===== config.mk =====
export PLATFORM = sky130hd
export DESIGN_NAME = ysyx_22040125_ifu_queue
export DESIGN_NICKNAME = d
export VERILOG_FILES = /design/src/rtl/ysyx_22040125_pkg.sv /design/src/rtl/ysyx_22040125_ifq_fifo.sv /design/src/rtl/ysyx_22040125_ifu_queue.sv
export SDC_FILE = /design/constraint.sdc
export NUM_CORES = 1
export LEC_CHECK = 0
export BUFFER_PORTS_ARGS = -buffer_cell sky130_fd_sc_hd__buf_2
export CORE_ASPECT_RATIO = 1.5
export CORE_MARGIN = 4
export CORE_UTILIZATION = 35
export DETAILED_ROUTE_END_ITERATION = 16
export GPL_ROUTABILITY_DRIVEN = 0
export SYNTH_ARGS = -nofsm -noshare
export SYNTH_HDL_FRONTEND = slang
export SYNTH_SLANG_ARGS = --single-unit

===== constraint.sdc =====
create_clock -name clk -period 4.85 [get_ports clk]
set_input_delay 0.2425 -clock clk [delete_from_list [all_inputs] [get_ports clk]]
set_output_delay 0.2425 -clock clk [all_outputs]
set_load 0.02 [all_outputs]

===== src/rtl/ysyx_22040125_pkg.sv =====
// ----------------------------------------------------------------------------
// ysyx_22040125_pkg
// Shared constants for the RV64 5-stage pipeline front end.
//   XLEN     : address / PC width
//   ILEN     : instruction width
//   RESET_PC : first fetch address after reset
//   INST_NOP : canonical NOP (addi x0, x0, 0), driven on out_inst when idle
// ----------------------------------------------------------------------------
package ysyx_22040125_pkg;

  localparam int unsigned XLEN     = 64;
  localparam int unsigned ILEN     = 32;
  localparam logic [63:0] RESET_PC = 64'h8000_0000;
  localparam logic [31:0] INST_NOP = 32'h0000_0013;

endpackage


===== src/rtl/ysyx_22040125_ifq_fifo.sv =====
// ----------------------------------------------------------------------------
// ysyx_22040125_ifq_fifo
// Synchronous ring buffer with combinational head read.
//   clk, rst   : clock, synchronous active-high reset
//   i_clear    : empties the buffer (takes precedence over push/pop)
//   i_push     : write i_wdata at tail (ignored when full unless popping)
//   i_pop      : drop the head entry (ignored when empty)
//   o_rdata    : head entry
//   o_count    : number of valid entries, 0..DEPTH
// DEPTH must be a power of two (pointers wrap naturally).
// ----------------------------------------------------------------------------
module ysyx_22040125_ifq_fifo #(
  parameter int unsigned WIDTH = 32,
  parameter int unsigned DEPTH = 4
) (
  input  logic                     clk,
  input  logic                     rst,
  input  logic                     i_clear,
  input  logic                     i_push,
  input  logic [WIDTH-1:0]         i_wdata,
  input  logic                     i_pop,
  output logic [WIDTH-1:0]         o_rdata,
  output logic [$clog2(DEPTH):0]   o_count
);

  localparam int unsigned PW = $clog2(DEPTH);
  localparam logic [PW:0] FULL = (PW+1)'(DEPTH);

  logic [WIDTH-1:0] r_mem [DEPTH];
  logic [PW-1:0]    r_wptr;
  logic [PW-1:0]    r_rptr;
  logic [PW:0]      r_count;
  logic             w_do_pop;
  logic             w_do_push;

  assign w_do_pop  = i_pop && (r_count != '0);
  // A full buffer still accepts a push when the head leaves in the same cycle.
  assign w_do_push = i_push && ((r_count != FULL) || w_do_pop);

  always_ff @(posedge clk) begin
    if (rst || i_clear) begin
      r_wptr  <= '0;
      r_rptr  <= '0;
      r_count <= '0;
    end else begin
      if (w_do_push) r_wptr <= r_wptr + PW'(1);
      if (w_do_pop)  r_rptr <= r_rptr + PW'(1);
      r_count <= r_count + (PW+1)'(w_do_push) - (PW+1)'(w_do_pop);
    end
  end

  always_ff @(posedge clk) begin
    if (w_do_push && !i_clear) r_mem[r_wptr] <= i_wdata;
  end

  assign o_rdata = r_mem[r_rptr];
  assign o_count = r_count;

endmodule


===== src/rtl/ysyx_22040125_ifu_queue.sv =====
// ----------------------------------------------------------------------------
// ysyx_22040125_ifu_queue
// Instruction-fetch unit with a DEPTH-entry prefetch queue. Issues sequential
// in-order fetches to a variable-latency instruction memory, buffers returned
// instructions and hands them to ID over valid/ready. A redirect flushes the
// queue and discards every response still in flight.
//   clk, rst                        : clock, synchronous active-high reset
//   redirect_valid, redirect_pc     : restart fetch at redirect_pc (bits [1:0] ignored)
//   imem_req_valid/ready/addr       : fetch request channel
//   imem_rsp_valid/inst             : in-order response channel, no backpressure
//   out_valid/ready, out_inst/pc    : instruction toward ID
// Optional feature macro: YSYX_22040125_IFQ_BYPASS_EN
//   defined   -> a response arriving to an empty queue is presented to ID in
//                the same cycle (combinational rsp -> out path)
//   undefined -> every response is registered in the queue first
// ----------------------------------------------------------------------------
module ysyx_22040125_ifu_queue
  import ysyx_22040125_pkg::INST_NOP;
#(
  parameter int unsigned     XLEN     = ysyx_22040125_pkg::XLEN,
  parameter int unsigned     ILEN     = ysyx_22040125_pkg::ILEN,
  parameter int unsigned     DEPTH    = 4,
  parameter logic [XLEN-1:0] RESET_PC = XLEN'(ysyx_22040125_pkg::RESET_PC)
) (
  input  logic            clk,
  input  logic            rst,
  input  logic            redirect_valid,
  input  logic [XLEN-1:0] redirect_pc,
  output logic            imem_req_valid,
  input  logic            imem_req_ready,
  output logic [XLEN-1:0] imem_req_addr,
  input  logic            imem_rsp_valid,
  input  logic [ILEN-1:0] imem_rsp_inst,
  output logic            out_valid,
  input  logic            out_ready,
  output logic [ILEN-1:0] out_inst,
  output logic [XLEN-1:0] out_pc
);

  localparam int unsigned CW      = $clog2(DEPTH) + 1;
  localparam logic [CW:0] DEPTH_C = (CW+1)'(DEPTH);

  logic [XLEN-1:0] r_fetch_pc;
  logic [CW-1:0]   r_drop;

  logic [CW-1:0]   w_inflight;
  logic [CW-1:0]   w_qcount;
  logic [CW-1:0]   w_live;
  logic [CW:0]     w_occupancy;
  logic            w_q_empty;
  logic            w_issue;
  logic            w_rsp;
  logic            w_rsp_drop;
  logic            w_rsp_keep;
  logic            w_deq;
  logic            w_q_push;
  logic            w_q_pop;
  logic [XLEN-1:0] w_rsp_pc;
  logic [XLEN-1:0] w_head_pc;
  logic [ILEN-1:0] w_head_inst;
  logic            w_unused_pc_lo;

  assign w_unused_pc_lo = ^redirect_pc[1:0];

  // Credit: every live (non-discarded) request already owns a queue slot, so
  // a response can always be written without backpressure.
  assign w_live      = w_inflight - r_drop;
  assign w_occupancy = {1'b0, w_qcount} + {1'b0, w_live};
  assign w_q_empty   = (w_qcount == '0);

  assign imem_req_valid = !rst && !redirect_valid && (w_occupancy < DEPTH_C);
  assign imem_req_addr  = r_fetch_pc;
  assign w_issue        = imem_req_valid && imem_req_ready;

  // Responses with nothing outstanding are a protocol violation and ignored.
  assign w_rsp      = imem_rsp_valid && (w_inflight != '0);
  assign w_rsp_drop = w_rsp && ((r_drop != '0) || redirect_valid);
  assign w_rsp_keep = w_rsp && !w_rsp_drop;

`ifdef YSYX_22040125_IFQ_BYPASS_EN
  logic w_bypass;

  // w_rsp_keep already excludes a same-cycle redirect.
  assign w_bypass  = w_rsp_keep && w_q_empty && !rst;
  assign out_valid = !rst && !redirect_valid && (!w_q_empty || w_bypass);
  assign out_inst  = !w_q_empty ? w_head_inst : (w_bypass ? imem_rsp_inst : INST_NOP);
  assign out_pc    = !w_q_empty ? w_head_pc : w_rsp_pc;
  assign w_deq     = out_valid && out_ready;
  assign w_q_push  = w_rsp_keep && !(w_bypass && out_ready);
  assign w_q_pop   = w_deq && !w_q_empty;
`else
  assign out_valid = !rst && !redirect_valid && !w_q_empty;
  assign out_inst  = w_q_empty ? INST_NOP : w_head_inst;
  assign out_pc    = w_head_pc;
  assign w_deq     = out_valid && out_ready;
  assign w_q_push  = w_rsp_keep;
  assign w_q_pop   = w_deq;
`endif

  always_ff @(posedge clk) begin
    if (rst) begin
      r_fetch_pc <= RESET_PC;
      r_drop     <= '0;
    end else if (redirect_valid) begin
      r_fetch_pc <= {redirect_pc[XLEN-1:2], 2'b00};
      // Everything still outstanding after this cycle's response is stale,
      // including responses already marked for discard.
      r_drop     <= w_inflight - CW'(w_rsp);
    end else begin
      if (w_issue)    r_fetch_pc <= r_fetch_pc + XLEN'(4);
      if (w_rsp_drop) r_drop     <= r_drop - CW'(1);
    end
  end

  // Addresses of accepted requests; its occupancy is the in-flight count.
  ysyx_22040125_ifq_fifo #(
    .WIDTH (XLEN),
    .DEPTH (DEPTH)
  ) u_pc_fifo (
    .clk     (clk),
    .rst     (rst),
    .i_clear (1'b0),
    .i_push  (w_issue),
    .i_wdata (r_fetch_pc),
    .i_pop   (w_rsp),
    .o_rdata (w_rsp_pc),
    .o_count (w_inflight)
  );

  ysyx_22040125_ifq_fifo #(
    .WIDTH (ILEN + XLEN),
    .DEPTH (DEPTH)
  ) u_inst_q (
    .clk     (clk),
    .rst     (rst),
    .i_clear (redirect_valid),
    .i_push  (w_q_push),
    .i_wdata ({imem_rsp_inst, w_rsp_pc}),
    .i_pop   (w_q_pop),
    .o_rdata ({w_head_inst, w_head_pc}),
    .o_count (w_qcount)
  );

  a_no_orphan_rsp: assert property (@(posedge clk) disable iff (rst)
    !(imem_rsp_valid && (w_inflight == '0)));

endmodule


After elaboration in Yosys (flattened, before gate mapping)
Memories as Yosys holds them, arrays and structs flattened. A register that Yosys moved wholly into a read port is not among the register bits.
Cells that the tools add are included.

cells by class
  mux-type cells = 13
  equal/unequal tests = 2
  magnitude comparators = 1
  add/sub/neg operators = 13
  reduce and logical (&&, ||, !) cells = 28

operators with widths
  kind                   count
  $mux 64                2
  $add 64x3->64 const B  1
  $mux 32                1
  $logic_and 1x1->1      13
  $reduce_bool 3->1      3
  $sub 3x1->3            3
  $add 2x1->2 const B    4
  $mux 2                 4
  $add 3x1->3            2
  $mux 3                 2
  $ne 3x3->1 const B     2
  $add 3x3->4            1
  $logic_not 1->1        4
  $logic_or 1x1->1       4
  $lt 4x3->1 const B     1
  $mux 1                 4
  $reduce_bool 2->1      2
  $logic_not 3->1        1
  $sub 3x1->3 const B    1
  $sub 3x3->3            1
  $reduce_or 2->1        1

storage, ports and cells
  flip-flop bits (word level) = 81
  bits in writable memories = 640
  output and inout bits = 162
  input bits = 102
  memories kept = 2
  word-level logic and storage cells = 68

memories
  memory           depth  bits a word  read ports  clocked after Yosys merged registers in  wr ports  RTL line                      RTL
  u_inst_q.r_mem   4      96           1           1                                        1         ysyx_22040125_ifq_fifo.sv:29  logic [WIDTH-1:0] r_mem [DEPTH];
  u_pc_fifo.r_mem  4      64           1           1                                        1         ysyx_22040125_ifq_fifo.sv:29

Longest topological paths before layout
  word-level depth = 10
  depth in mapped cells = 16
  mapped depth without buffers = 15

Cells and area by module
Synthesis repeated with hierarchy kept, for this count alone.

second synthesis, totals
  cell total of the unflattened synthesis = 1499
  area total of the unflattened synthesis = 28334.7 µm²

modules (own cells, without submodules)
  module                              sequential area each (µm²)  times used  cells an instance  area each (µm²)
  ysyx_22040125_ifq_fifo (u_inst_q)   11711.2                     1           548                14321.2
  ysyx_22040125_ifq_fifo (u_pc_fifo)  7867.5                      1           380                9691.8
  ysyx_22040125_ifu_queue             1301.2                      1           571                4321.6

Worst setup path after synthesis
Ideal clock, no wire load.

  path type = reg2reg
  from = register u_pc_fifo.r_count[0], in the netlist u_pc_fifo.o_count[0]
  to = memory u_pc_fifo.r_mem[1][10] (netlist bit) (enable)
  cell stages (with the launch flop) = 13
  data arrival time = 4.033 ns
  required time = 4.424 ns
  path buffers = 1
  period minus slack after synthesis = 4.460 ns
  library setup time = 0.426 ns
  slack = 0.390 ns
  path through = dfxtp_1 -> inv_1 -> ha_1 -> inv_1 -> fa_1 -> xor2_1 -> xnor2_1 -> ha_1 -> nor3_1 -> nand4_1 -> clkbuf_1 -> nor2_1 -> and2_1

between the ends
  longest elaborated chain between the ends = 8
  elaborated cells on any way between the ends = 13
  classes of those cells = add/sub (2); order compare (1); eq/ne (1); mux (2); reduce/logical (7)

RTL lines
  item                            RTL line                       RTL
  start, declared                 ysyx_22040125_ifq_fifo.sv:32   logic [PW:0] r_count;
  start signal, assigned          ysyx_22040125_ifq_fifo.sv:48   r_count <= r_count + (PW+1)'(w_do_push) - (PW+1)'(w_do_pop);
  $sub 3x3->3                     ysyx_22040125_ifu_queue.sv:67  assign w_live = w_inflight - r_drop;
  $add 3x3->4                     ysyx_22040125_ifu_queue.sv:68  assign w_occupancy = {1'b0, w_qcount} + {1'b0, w_live};
  $lt 4x3->1                      ysyx_22040125_ifu_queue.sv:71  assign imem_req_valid = !rst && !redirect_valid && (w_occupancy < DEPTH_C);
  $logic_and 1x1->1               ysyx_22040125_ifu_queue.sv:71
  $logic_and 1x1->1               ysyx_22040125_ifu_queue.sv:73  assign w_issue = imem_req_valid && imem_req_ready;
  $logic_and 1x1->1 *             ysyx_22040125_ifq_fifo.sv:38   assign w_do_push = i_push && ((r_count != FULL) || w_do_pop);
  via u_pc_fifo.w_do_push         ysyx_22040125_ifq_fifo.sv:34   logic w_do_push;
  $mux 1 *                        ysyx_22040125_ifq_fifo.sv:53   if (w_do_push && !i_clear) r_mem[r_wptr] <= i_wdata;
  $mux 1 (implied by the code) *  ysyx_22040125_ifq_fifo.sv:53
  end, declared                   ysyx_22040125_ifq_fifo.sv:29

Mark *: on every way through the listed nets, which the timed path passes. The rest lies on a longest branch.

Worst setup path in the final report
  from = register u_pc_fifo.r_count[0], in the netlist u_pc_fifo.o_count[0]
  to = memory u_pc_fifo.r_mem[0][4] (netlist bit) (enable)

The elaborated chain is that of the path after synthesis.

==> results.txt <==
outcome: complete, no violations
yosys warns: 0
CP endpoint kind: flip-flop
Synth Area per Inst: 18.7 sq um
Critical Path, Cell by Cell: inv_1 > ha_1 > inv_1 > fa_1 > xor2_1 > xnor2_1 > ha_1 > nor3_1 > nand4_1 > buf_4 > nor2_1 > and2_2 > buf_4
Worst-path clk slew: 60 ps
port bufs: 257
Setup crit start kind: flip-flop
LEAKAGE: 11.1 nW
Hold Crit Class: input pin to flip-flop
initial core utilization: 35.3%
max_slew headroom: 40.3%
final clock skew: 28.5 ps
Crit Path Max Fanout: 36
Cell variety after synth: 65
CTS tree: done
Die Wd: 238 um
Seq/Total Area, Yosys: 73.5%
Tot GR Track Use: 16.7%
EDFF count, synth: 624
Slew Viols, Final: 0
Synth top area share: 67.5%
Setup Total Neg Slack: 0 ps
number of global-route vias before repair: 15834
Final Core Density: 42.9%
DR vias: 15520
area of the multi-input gates: 6990 sq um
Inserted Clock Buffers: 69
final setup violation count: 0
CP max stage delay: 550 ps
main area contributors after synthesis: edfxtp_1 67%, mux4_2 13%, dfxtp_1 6.0%
post-route DRC violation count: 0
vias per inst: 5.26
Critical Path Sink: u_pc_fifo.r_mem[0][4]
total grt overflow: 0
Fillers: 6898
Die Y: 353 um
Final Hold Vio Count: 0
gr busiest metal: met2
Clock Tree Buf Depth: 3
worst-margin pin slew: 896 ps
Post-Place Setup Slack: 873 ps
flop2flop setup slack: 840 ps
dpl cell area: 30400 sq um
share of cells above drive strength 1: 30.1%
register area: 20400 sq um
first-pass GRT wire length: 105000 um
Tot Pwr: 14.8 mW
Initial DRC Count: 1094
Peak VDD IR: 0.256 mV
post-route ant nets: 0
num rows: 126
Core Area: 78700 sq um
synthesized instance count: 1488
Critical path origin: u_pc_fifo.o_count[0]
Post-synth top cells: 624 x edfxtp_1, 156 x mux4_2, 83 x dfxtp_1, 76 x nor2_1, 52 x clkbuf_1
area leader, netlist: edfxtp_1
NumNets Final: 1995
met3 usage in global routing: 3.82%
Die ar.: 84000 sq um
initial antenna violation count: 8
final worst-path cycle share: 82.6%
Final Instance Area: 33800 sq um
fmax: 0.250 GHz
Placed Cells: 2729
htree depth: 3
FF-to-FF Start: u_pc_fifo.o_count[0]
CTS root buffer: clkbuf_16
worst-skew pair later-pin latency: 620 ps
Async SR Flop Fraction: 0%
unrepaired setup endpoints after global routing: no
I/O Pins: 264
Post-CTS Resized: 0
synthesized cell area: 27800 sq um
most used standard cell by instance count after synthesis: edfxtp_1
post-synthesis register bit count: 707
CP Data Arrival Time: 4230 ps
drt wl/cell: 24.1 um
clock period minus worst slack: 4010 ps
1st-pass router iterations: 5
# clock sinks: 707
grt met1 use: 21.4%
prevailing post-synth register cell: edfxtp_1
worst hold slack: 57.6 ps
fin worst setup slack: 844 ps
largest net degree at the start of global routing: 58
MaxCap Viol Count: 0
reg2reg end: u_pc_fifo.r_mem[0][4]
critical path class: flip-flop to flip-flop
grt met2 use: 28.8%
pwr dens: 437 nW/um^2
P&R area growth vs syn: 21.6%
reg2reg path depth: 13
Crit path required time: 5070 ps
DRT Wirelength: 71200 um
CP max stage cell: buf_4
fin cells: 2953
hpwl dp: 46600 um
## how the worst min path moves through the flow
stage,slack (ps),start,cells after the start,endpoint
after global routing,50,rst,2,imem_req_addr[2]
final,60,redirect_valid,3,imem_req_addr[31]
after global placement,450,imem_rsp_inst[3],1,u_inst_q.r_mem[0][67]
after detailed placement,460,imem_rsp_inst[3],1,u_inst_q.r_mem[0][67]
after CTS,10,imem_rsp_valid,4,u_pc_fifo.r_wptr[1]
after floorplan,340,imem_rsp_inst[0],0,u_inst_q.r_mem[0][64]
## what timing repair did
item / CTS / global route
endpoints found under the hold margin: 190 / 0
hold buffers: 94 / 0
setup buffers: 0 / 0
endpoints found under the setup margin: 0 / 0
## per-layer routing
metal  share of wire [%]  wire length [um]  vias up
met2                  51             36200      520
met5               0.076                54        -
li1                    -                 -     6827
met3                 6.9              4880       91
met1                  40             28700     8074
met4                 1.8              1250        8
## worst max-delay path, delay by kind of cell, from the launching register on
family,cells,cell delay (ps)
XOR/XNOR,2,320
adder cells (fa/ha/maj),3,810
flip-flops,1,330
AND/OR/NAND/NOR,4,1150
buffers and inverters,4,970
## cell type report
| class | count | share of cell area (%) |
|---|---|---|
| well taps | 1024 | 3.79 |
| diodes | 3 | 0.0222 |
| flip-flops and latches | 707 | 60.4 |
| repair buffers | 388 | 7.75 |
| clock buffers | 93 | 5.69 |
| multi-input cells | 682 | 20.7 |
| inverters | 22 | 0.248 |
| clock inverters | 34 | 1.35 |
## cell usage in the layout (no fill, tap or decap), types with 36 or more instances in the layout
cell,n
buf_2,257
nor2_1,76
nand4_1,36
mux4_2,156
edfxtp_1,624
nand2_1,42
clkbuf_16,73
dlygate4sd3_1,94
dfxtp_1,79
## flip-flops by register name (all words and copies together) (netlist names), named ones only
register	flops
imem_req_addr	62
r_drop	3
u_inst_q.o_count	3
u_inst_q.r_mem	376
u_inst_q.r_rptr	2
u_inst_q.r_wptr	2
u_pc_fifo.o_count	3
u_pc_fifo.r_mem	248
u_pc_fifo.r_rptr	2
u_pc_fifo.r_wptr	2
## cells by family (layout without fill, tap and decap cells)
family,Yosys count,after routing,share of synthesized area [%]
multiplexers,160,160,12.8
other,1,7,0.0135
flip-flops,707,707,73.5
adder cells (fa/ha/maj),23,23,1.12
buffers and inverters,102,537,1.48
AND/OR/NAND/NOR,356,356,7.15
XOR/XNOR,43,43,1.36
AO/OA/AOI/OAI,96,96,2.63
## where the power goes
| part | total (mW) | switching (mW) | internal, mW |
|---|---|---|---|
| registers | 7.37 | 0.256 | 7.12 |
| clock network | 5.63 | 2.29 | 3.34 |
| logic | 1.76 | 0.995 | 0.761 |
(Power assumes the default switching activity.)
